File: config.mk
export PLATFORM = sky130hd
export DESIGN_NAME = prog_rom_arbiter
export DESIGN_NICKNAME = d
export VERILOG_FILES = /design/src/rtl/cqpic_pkg.sv /design/src/rtl/rom_dbg_burst.sv /design/src/rtl/prog_rom_arbiter.sv
export SDC_FILE = /design/constraint.sdc
export NUM_CORES = 1
export LEC_CHECK = 0
export ABC_AREA = 0
export BUFFER_PORTS_ARGS = -buffer_cell sky130_fd_sc_hd__buf_2
export CORE_MARGIN = 2
export CORE_UTILIZATION = 55
export CTS_BUF_LIST = sky130_fd_sc_hd__clkbuf_4 sky130_fd_sc_hd__clkbuf_8
export DETAILED_ROUTE_END_ITERATION = 6
export PLACE_DENSITY = 0.83
export SLEW_MARGIN = 20
export SYNTH_ARGS = -nofsm -noshare
export SYNTH_HDL_FRONTEND = slang
export SYNTH_HIERARCHICAL = 1
export SYNTH_SLANG_ARGS = --single-unit
export TNS_END_PERCENT = 10
File: constraint.sdc
create_clock -name clk -period 5.15 [get_ports clk]
set_input_delay 0.2575 -clock clk [delete_from_list [all_inputs] [get_ports clk]]
set_output_delay 0.2575 -clock clk [all_outputs]
set_load 0.005 [all_outputs]
File: src/rtl/cqpic_pkg.sv
// Shared CQPIC definitions: program ROM geometry, the owner tag that
// routes a ROM read back to its requester, and the debug burst states.
package cqpic_pkg;

  localparam int ROM_ADDR_W = 13;
  localparam int ROM_DATA_W = 14;

  // Which requester owns the ROM word arriving on the next cycle.
  typedef enum logic [1:0] {
    OWN_NONE  = 2'd0,
    OWN_FETCH = 2'd1,
    OWN_DBG   = 2'd2
  } owner_e;

  // Debug burst sequencer states.
  typedef enum logic [1:0] {
    IDLE   = 2'd0,
    ACTIVE = 2'd1,
    DRAIN  = 2'd2
  } dbg_state_e;

endpackage

File: src/rtl/rom_dbg_burst.sv
// Debug burst sequencer: latches a start address and length, then walks
// the ROM address space one word per granted slot. The address wraps at
// the top of the ROM. DRAIN covers the cycle in which the final word
// returns from the ROM.
//
// Handshake: req_o is high for the whole of ACTIVE and addr_o is the word
// it wants. The arbiter raises issue_i in a cycle where it drives addr_o
// onto the ROM; every cycle with req_o && issue_i consumes exactly one
// word. issue_i is ignored outside ACTIVE.
module rom_dbg_burst
  import cqpic_pkg::*;
#(
  parameter int ADDR_W = ROM_ADDR_W,
  parameter int LEN_W  = 8
) (
  input  logic              clk,
  input  logic              ponrst_n,
  input  logic              start_i,
  input  logic [ADDR_W-1:0] start_addr_i,
  input  logic [LEN_W-1:0]  start_len_i,
  input  logic              issue_i,
  output logic              req_o,
  output logic [ADDR_W-1:0] addr_o,
  output dbg_state_e        state_o
);

  dbg_state_e        state_q, state_d;
  logic [ADDR_W-1:0] addr_q, addr_d;
  logic [LEN_W-1:0]  rem_q, rem_d;

  // State, address and remaining-count registers; reset aborts any burst.
  always_ff @(posedge clk or negedge ponrst_n) begin
    if (!ponrst_n) begin
      state_q <= IDLE;
      addr_q  <= '0;
      rem_q   <= '0;
    end else begin
      state_q <= state_d;
      addr_q  <= addr_d;
      rem_q   <= rem_d;
    end
  end

  // Next-state logic; rem_q holds words still to issue minus one.
  always_comb begin
    state_d = state_q;
    addr_d  = addr_q;
    rem_d   = rem_q;
    case (state_q)
      IDLE: begin
        if (start_i) begin
          addr_d  = start_addr_i;
          rem_d   = start_len_i;
          state_d = ACTIVE;
        end
      end
      ACTIVE: begin
        if (issue_i) begin
          addr_d = addr_q + ADDR_W'(1);
          if (rem_q == '0) begin
            state_d = DRAIN;
          end else begin
            rem_d = rem_q - LEN_W'(1);
          end
        end
      end
      DRAIN: begin
        state_d = IDLE;
      end
      default: begin
        state_d = IDLE;
      end
    endcase
  end

  assign req_o   = (state_q == ACTIVE);
  assign addr_o  = addr_q;
  assign state_o = state_q;

endmodule

File: src/rtl/prog_rom_arbiter.sv
// Program ROM arbiter: shares the single-port, one-cycle-latency program
// ROM between CPU instruction fetch (fixed priority) and the debug
// burst-readback port. After MAX_WAIT consecutive lost cycles the debug
// port is granted one slot. Read data is steered back using an owner tag
// registered at issue time.
//
// Optional build macro ROMARB_ACCESS_COUNT_EN adds free-running 16-bit
// counters of issued fetches, issued debug words and fetch stall cycles.
module prog_rom_arbiter
  import cqpic_pkg::*;
#(
  parameter int ADDR_W   = ROM_ADDR_W,
  parameter int DATA_W   = ROM_DATA_W,
  parameter int MAX_WAIT = 4,
  parameter int LEN_W    = 8
) (
  input  logic              clk,
  input  logic              ponrst_n,
  input  logic              fetch_req,
  input  logic [ADDR_W-1:0] fetch_addr,
  output logic              fetch_stall,
  output logic              fetch_valid,
  output logic [DATA_W-1:0] fetch_data,
  input  logic              dbg_start,
  input  logic [ADDR_W-1:0] dbg_addr,
  input  logic [LEN_W-1:0]  dbg_len,
  output logic              dbg_busy,
  output logic              dbg_valid,
  output logic [DATA_W-1:0] dbg_data,
  output logic [ADDR_W-1:0] rom_addr,
  input  logic [DATA_W-1:0] rom_data
`ifdef ROMARB_ACCESS_COUNT_EN
  ,
  output logic [15:0]       fetch_cnt,
  output logic [15:0]       dbg_cnt,
  output logic [15:0]       stall_cnt
`endif
);

  localparam logic [3:0] WAIT_MAX = 4'(MAX_WAIT);

  logic              burst_req;
  logic [ADDR_W-1:0] burst_addr;
  dbg_state_e        burst_state;

  logic              dbg_win;
  logic              fetch_win;
  logic [3:0]        wait_q, wait_d;
  owner_e            own_q, own_d;
  logic [ADDR_W-1:0] last_addr_q, last_addr_d;
  logic [DATA_W-1:0] fetch_hold_q;
  logic [DATA_W-1:0] dbg_hold_q;

  rom_dbg_burst #(
    .ADDR_W (ADDR_W),
    .LEN_W  (LEN_W)
  ) u_burst (
    .clk          (clk),
    .ponrst_n     (ponrst_n),
    .start_i      (dbg_start),
    .start_addr_i (dbg_addr),
    .start_len_i  (dbg_len),
    .issue_i      (dbg_win),
    .req_o        (burst_req),
    .addr_o       (burst_addr),
    .state_o      (burst_state)
  );

  // Per-cycle arbitration, ROM address mux and starvation counter update.
  always_comb begin
    dbg_win     = burst_req && (!fetch_req || (wait_q == WAIT_MAX));
    fetch_win   = fetch_req && !dbg_win;
    fetch_stall = fetch_req && dbg_win;
    own_d       = OWN_NONE;
    last_addr_d = last_addr_q;
    wait_d      = '0;
    if (dbg_win) begin
      rom_addr = burst_addr;
      own_d    = OWN_DBG;
    end else if (fetch_win) begin
      rom_addr = fetch_addr;
      own_d    = OWN_FETCH;
    end else begin
      // Park on the last issued address so the ROM address bus stays quiet.
      rom_addr = last_addr_q;
    end
    if (dbg_win || fetch_win) begin
      last_addr_d = rom_addr;
    end
    if (burst_req && !dbg_win) begin
      wait_d = (wait_q == WAIT_MAX) ? wait_q : wait_q + 4'd1;
    end
  end

  // Arbitration state: owner tag of the in-flight read, parked address, wait count.
  always_ff @(posedge clk or negedge ponrst_n) begin
    if (!ponrst_n) begin
      own_q       <= OWN_NONE;
      last_addr_q <= '0;
      wait_q      <= '0;
    end else begin
      own_q       <= own_d;
      last_addr_q <= last_addr_d;
      wait_q      <= wait_d;
    end
  end

  assign fetch_valid = (own_q == OWN_FETCH);
  assign dbg_valid   = (own_q == OWN_DBG);
  assign dbg_busy    = (burst_state != IDLE);

  // Data outputs pass the ROM word through while valid and hold it afterwards.
  assign fetch_data = fetch_valid ? rom_data : fetch_hold_q;
  assign dbg_data   = dbg_valid ? rom_data : dbg_hold_q;

  // Capture returned words so the data outputs hold between valids.
  always_ff @(posedge clk or negedge ponrst_n) begin
    if (!ponrst_n) begin
      fetch_hold_q <= '0;
      dbg_hold_q   <= '0;
    end else begin
      if (fetch_valid) fetch_hold_q <= rom_data;
      if (dbg_valid)   dbg_hold_q   <= rom_data;
    end
  end

`ifdef ROMARB_ACCESS_COUNT_EN
  logic [15:0] fetch_cnt_q;
  logic [15:0] dbg_cnt_q;
  logic [15:0] stall_cnt_q;

  // Wrapping access counters for ROM bandwidth profiling.
  always_ff @(posedge clk or negedge ponrst_n) begin
    if (!ponrst_n) begin
      fetch_cnt_q <= '0;
      dbg_cnt_q   <= '0;
      stall_cnt_q <= '0;
    end else begin
      if (fetch_win)   fetch_cnt_q <= fetch_cnt_q + 16'd1;
      if (dbg_win)     dbg_cnt_q   <= dbg_cnt_q + 16'd1;
      if (fetch_stall) stall_cnt_q <= stall_cnt_q + 16'd1;
    end
  end

  assign fetch_cnt = fetch_cnt_q;
  assign dbg_cnt   = dbg_cnt_q;
  assign stall_cnt = stall_cnt_q;
`endif

endmodule

==> flow_summary.json <==
{
  "die_area_mm2": 0.00709,
  "cts_setup_buffers": 0,
  "wire_per_inst_um": 16.2,
  "yosysSeqAreaShare_pct": 49.5,
  "synthCells": 326,
  "synth_top_cell_by_area": "dfrtp_1",
  "end_kind": "register",
  "gr-usage-all-layers_pct": 23.1,
  "arrival_ps": 3870,
  "cp_cell_sequence": "nand2b_1 > inv_1 > nand4b_4 > and2_4 > inv_1 > mux2i_2 > nor2_4 > nand2_1 > a211o_1",
  "synth_nets": 383,
  "fin_cells": 497,
  "vdd_ir_drop_max_uv": 297,
  "cts-root-buf": "clkbuf_8",
  "ys_ff_latch": 70,
  "grt_pass1_vias": 2828,
  "synthesis.area_mm2": 0.00354,
  "rows": 29,
  "cts-resized-gates": 0,
  "r2r_setup_slack_ps": 1510,
  "cts_buffers": 9,
  "dieHeight_um": 84.2,
  "crit_buf_inv": 2,
  "synth_async_sr_flop_share_pct": 100,
  "chipWidth_um": 84.2,
  "tightest_slew_ps": 868,
  "whs_ps": 120,
  "synth_cell_types": 57,
  "startpoint_type": "register",
  "synthTopCellsByArea": "dfrtp_1 50%, mux2_2 8.9%, a21oi_1 7.5%",
  "maxCapViolations": 0,
  "hold_viol_final": 0,
  "clk-insertion-delay-late_ps": 340,
  "synth_area_per_cell_um2": 10.9,
  "drt-total-wl_um": 8030,
  "overflow": 0,
  "firstDrtPassIters": 4,
  "setup_violations": 0,
  "coreArea_mm2": 0.00628,
  "outcome": "completed",
  "h-tree-depth": 3,
  "grt_pass1_wl_um": 13100,
  "finalCritPeriodShare_pct": 70.7,
  "power_density_mw_per_mm2": 566,
  "clockBufferDepth": 2,
  "cpMostUsedCell": "inv_1",
  "initial_utilization_pct": 56.3,
  "drtAntennaViolNets": 0,
  "cp_slowest_stage_delay_ps": 780,
  "path_depth": 9,
  "p_leak_nw": 1.95,
  "slew_headroom_pct": 42.1,
  "max_freq_mhz": 275,
  "rsz0062_at_grt": "no",
  "crit_required_ps": 5380,
  "vias": 2890,
  "crit_family": "simple AND/OR/NAND/NOR gates",
  "crit_path_end": "u_burst/rem_q[0]",
  "hold_class": "input port to asynchronous set/reset pin",
  "r2r_end": "u_burst/rem_q[0]",
  "grt_max_degree": 71,
  "synth_top_area_share_pct": 49.5,
  "synth-edff-count": 0,
  "crit_fanout": 27,
  "clock-sinks": 70,
  "critPathSlowestCell": "dfrtp_1",
  "portBuffers": 96,
  "initialDrtViolationCount": 174,
  "area_delta_synth_final_pct": 20.4,
  "dp_hpwl_um": 5670,
  "path_clk_slew_ps": 70,
  "setup-tns-final_ps": 0,
  "yosys_most_used_dff": "dfrtp_1",
  "globalplace.congestion": 0.863,
  "slew_violations": 0,
  "antenna_cells": 0,
  "tritoncts": "built",
  "cts_hold_buf": 0,
  "rr_worst_depth": 9,
  "yosys_warnings": 6,
  "startpoint": "u_burst/state_o[0]",
  "antenna_found_initial": 0,
  "reg2reg_from": "u_burst/state_o[0]",
  "drive_gt1_share_pct": 38.6,
  "nFillCells": 496,
  "viasPerCell": 5.81,
  "ioPinCount": 97,
  "final_nets": 472,
  "min_period_ps": 3640,
  "route.detailed.drc": 0,
  "dp.cells": 481,
  "fin_worst_skew_ps": 5.28,
  "critical_path_class": "register to register"
}
[cells in the mapped netlist (3+ instances only)]
cell       number
a21oi_1        53
a31oi_1         4
and2_1          4
buf_2           9
buf_4           3
buf_6           3
clkbuf_1        6
dfrtp_1        70
ha_1            5
inv_1          10
mux2_2         28
mux2i_1        15
nand2_1        10
nand2b_1        3
nand3_1         7
nand4_1         4
nor2_1         17
nor3_1          4
nor4_1          5
o211ai_1        3
o21ai_0        14
o2bb2ai_1       4
or3_1           3
[layout by cell type (no fill, tap or decap), drive strengths merged, types with 2 or more instances in the layout]
| master | synthesis | routed |
|---|---|---|
| nand2b | 4 | 4 |
| nor2 | 18 | 18 |
| o22ai | 2 | 2 |
| o31ai | 2 | 2 |
| o2bb2ai | 4 | 4 |
| nor4 | 5 | 5 |
| nand2 | 11 | 11 |
| clkbuf | 6 | 10 |
| o221a | 2 | 2 |
| o211ai | 3 | 3 |
| ha | 5 | 5 |
| or3 | 4 | 4 |
| a31oi | 4 | 4 |
| clkinv | 0 | 3 |
| bufinv | 0 | 3 |
| nand3 | 9 | 9 |
| and2 | 5 | 5 |
| o21ai | 14 | 14 |
| nor3 | 4 | 4 |
| inv | 10 | 10 |
| mux2 | 28 | 28 |
| nand4 | 4 | 4 |
| a22oi | 2 | 2 |
| a2bb2oi | 2 | 2 |
| nor4b | 3 | 3 |
| or2 | 2 | 2 |
| mux2i | 16 | 16 |
| dfrtp | 70 | 70 |
| buf | 15 | 99 |
| a21oi | 55 | 55 |
[metrics by stage]
stage / instance area, µm² / setup WS (ps) / total power [mW] / util [%]
6_report: 4260 / 1510 / 2.41 / 67.8
5_1_grt: 4260 / 1210 / 2.58 / 67.8
4_1_cts: 4260 / 1580 / 2.42 / 67.8
3_5_place_dp: 4010 / 1610 / 1.88 / 63.9
3_3_place_gp: 4010 / 1730 / 1.83 / 63.9
2_1_floorplan: 3540 / 2820 / 1.56 / -
[kinds of logic after synthesis]
group / after synthesis / synth area share (%)
AOI/OAI and AO/OA: 99 / 17.0
xor gates and xnor gates: 2 / 0.495
adders and majority gates: 5 / 1.77
buffers and inverters: 31 / 4.56
DFF: 70 / 49.5
muxes: 44 / 13.5
and+or+nand+nor: 75 / 13.1
[power breakdown]
| group | internal [mW] | switching, mW | leakage (nW) |
|---|---|---|---|
| Combinational | 0.437 | 0.495 | 1.00 |
| Clock | 0.334 | 0.204 | 0.126 |
| Sequential | 0.779 | 0.161 | 0.825 |
[sequential cells by signal (all words and copies together) (netlist names)]
| register | cells |
|---|---|
| dbg_hold_q | 14 |
| fetch_hold_q | 14 |
| last_addr_q | 13 |
| u_burst/addr_o | 13 |
| u_burst/rem_q | 8 |
| wait_q | 4 |
| own_q | 2 |
| u_burst/state_o | 2 |
[area by class of cell]
type	instances	area, µm²	share of cell area, %
Sequential cell	70	1750	41.1
Multi-Input combinational cell	225	1620	38.1
Timing Repair Buffer	99	503	11.8
Clock buffer	10	138	3.23
Clock inverter	6	109	2.56
Tap cell	77	96.3	2.26
Inverter	10	37.5	0.881
[worst min path at each step]
stage                        startpoint           endpoint  cells past startpoint
final                          ponrst_n   fetch_hold_q[13]                      2
after global routing        dbg_addr[3]  u_burst/addr_o[3]                      3
after CTS                      ponrst_n   fetch_hold_q[13]                      2
after detailed placement  dbg_hold_q[1]      dbg_hold_q[1]                      1
after global placement    dbg_hold_q[8]      dbg_hold_q[8]                      1
after floorplan                ponrst_n      dbg_hold_q[0]                      0
[metal layers]
| metal | vias up | global-route usage, % | part of all wire, % | wire, µm |
|---|---|---|---|---|
| met5 | - | 0 | 0 | 0 |
| met2 | 129 | 37.6 | 48 | 3820 |
| li1 | 1378 | - | - | - |
| met4 | 0 | 9.53 | 1.5 | 120 |
| met1 | 1370 | 30.2 | 43 | 3450 |
| met3 | 13 | 4.92 | 7.9 | 633 |
Note: power is estimated with default switching activity, not from simulation.
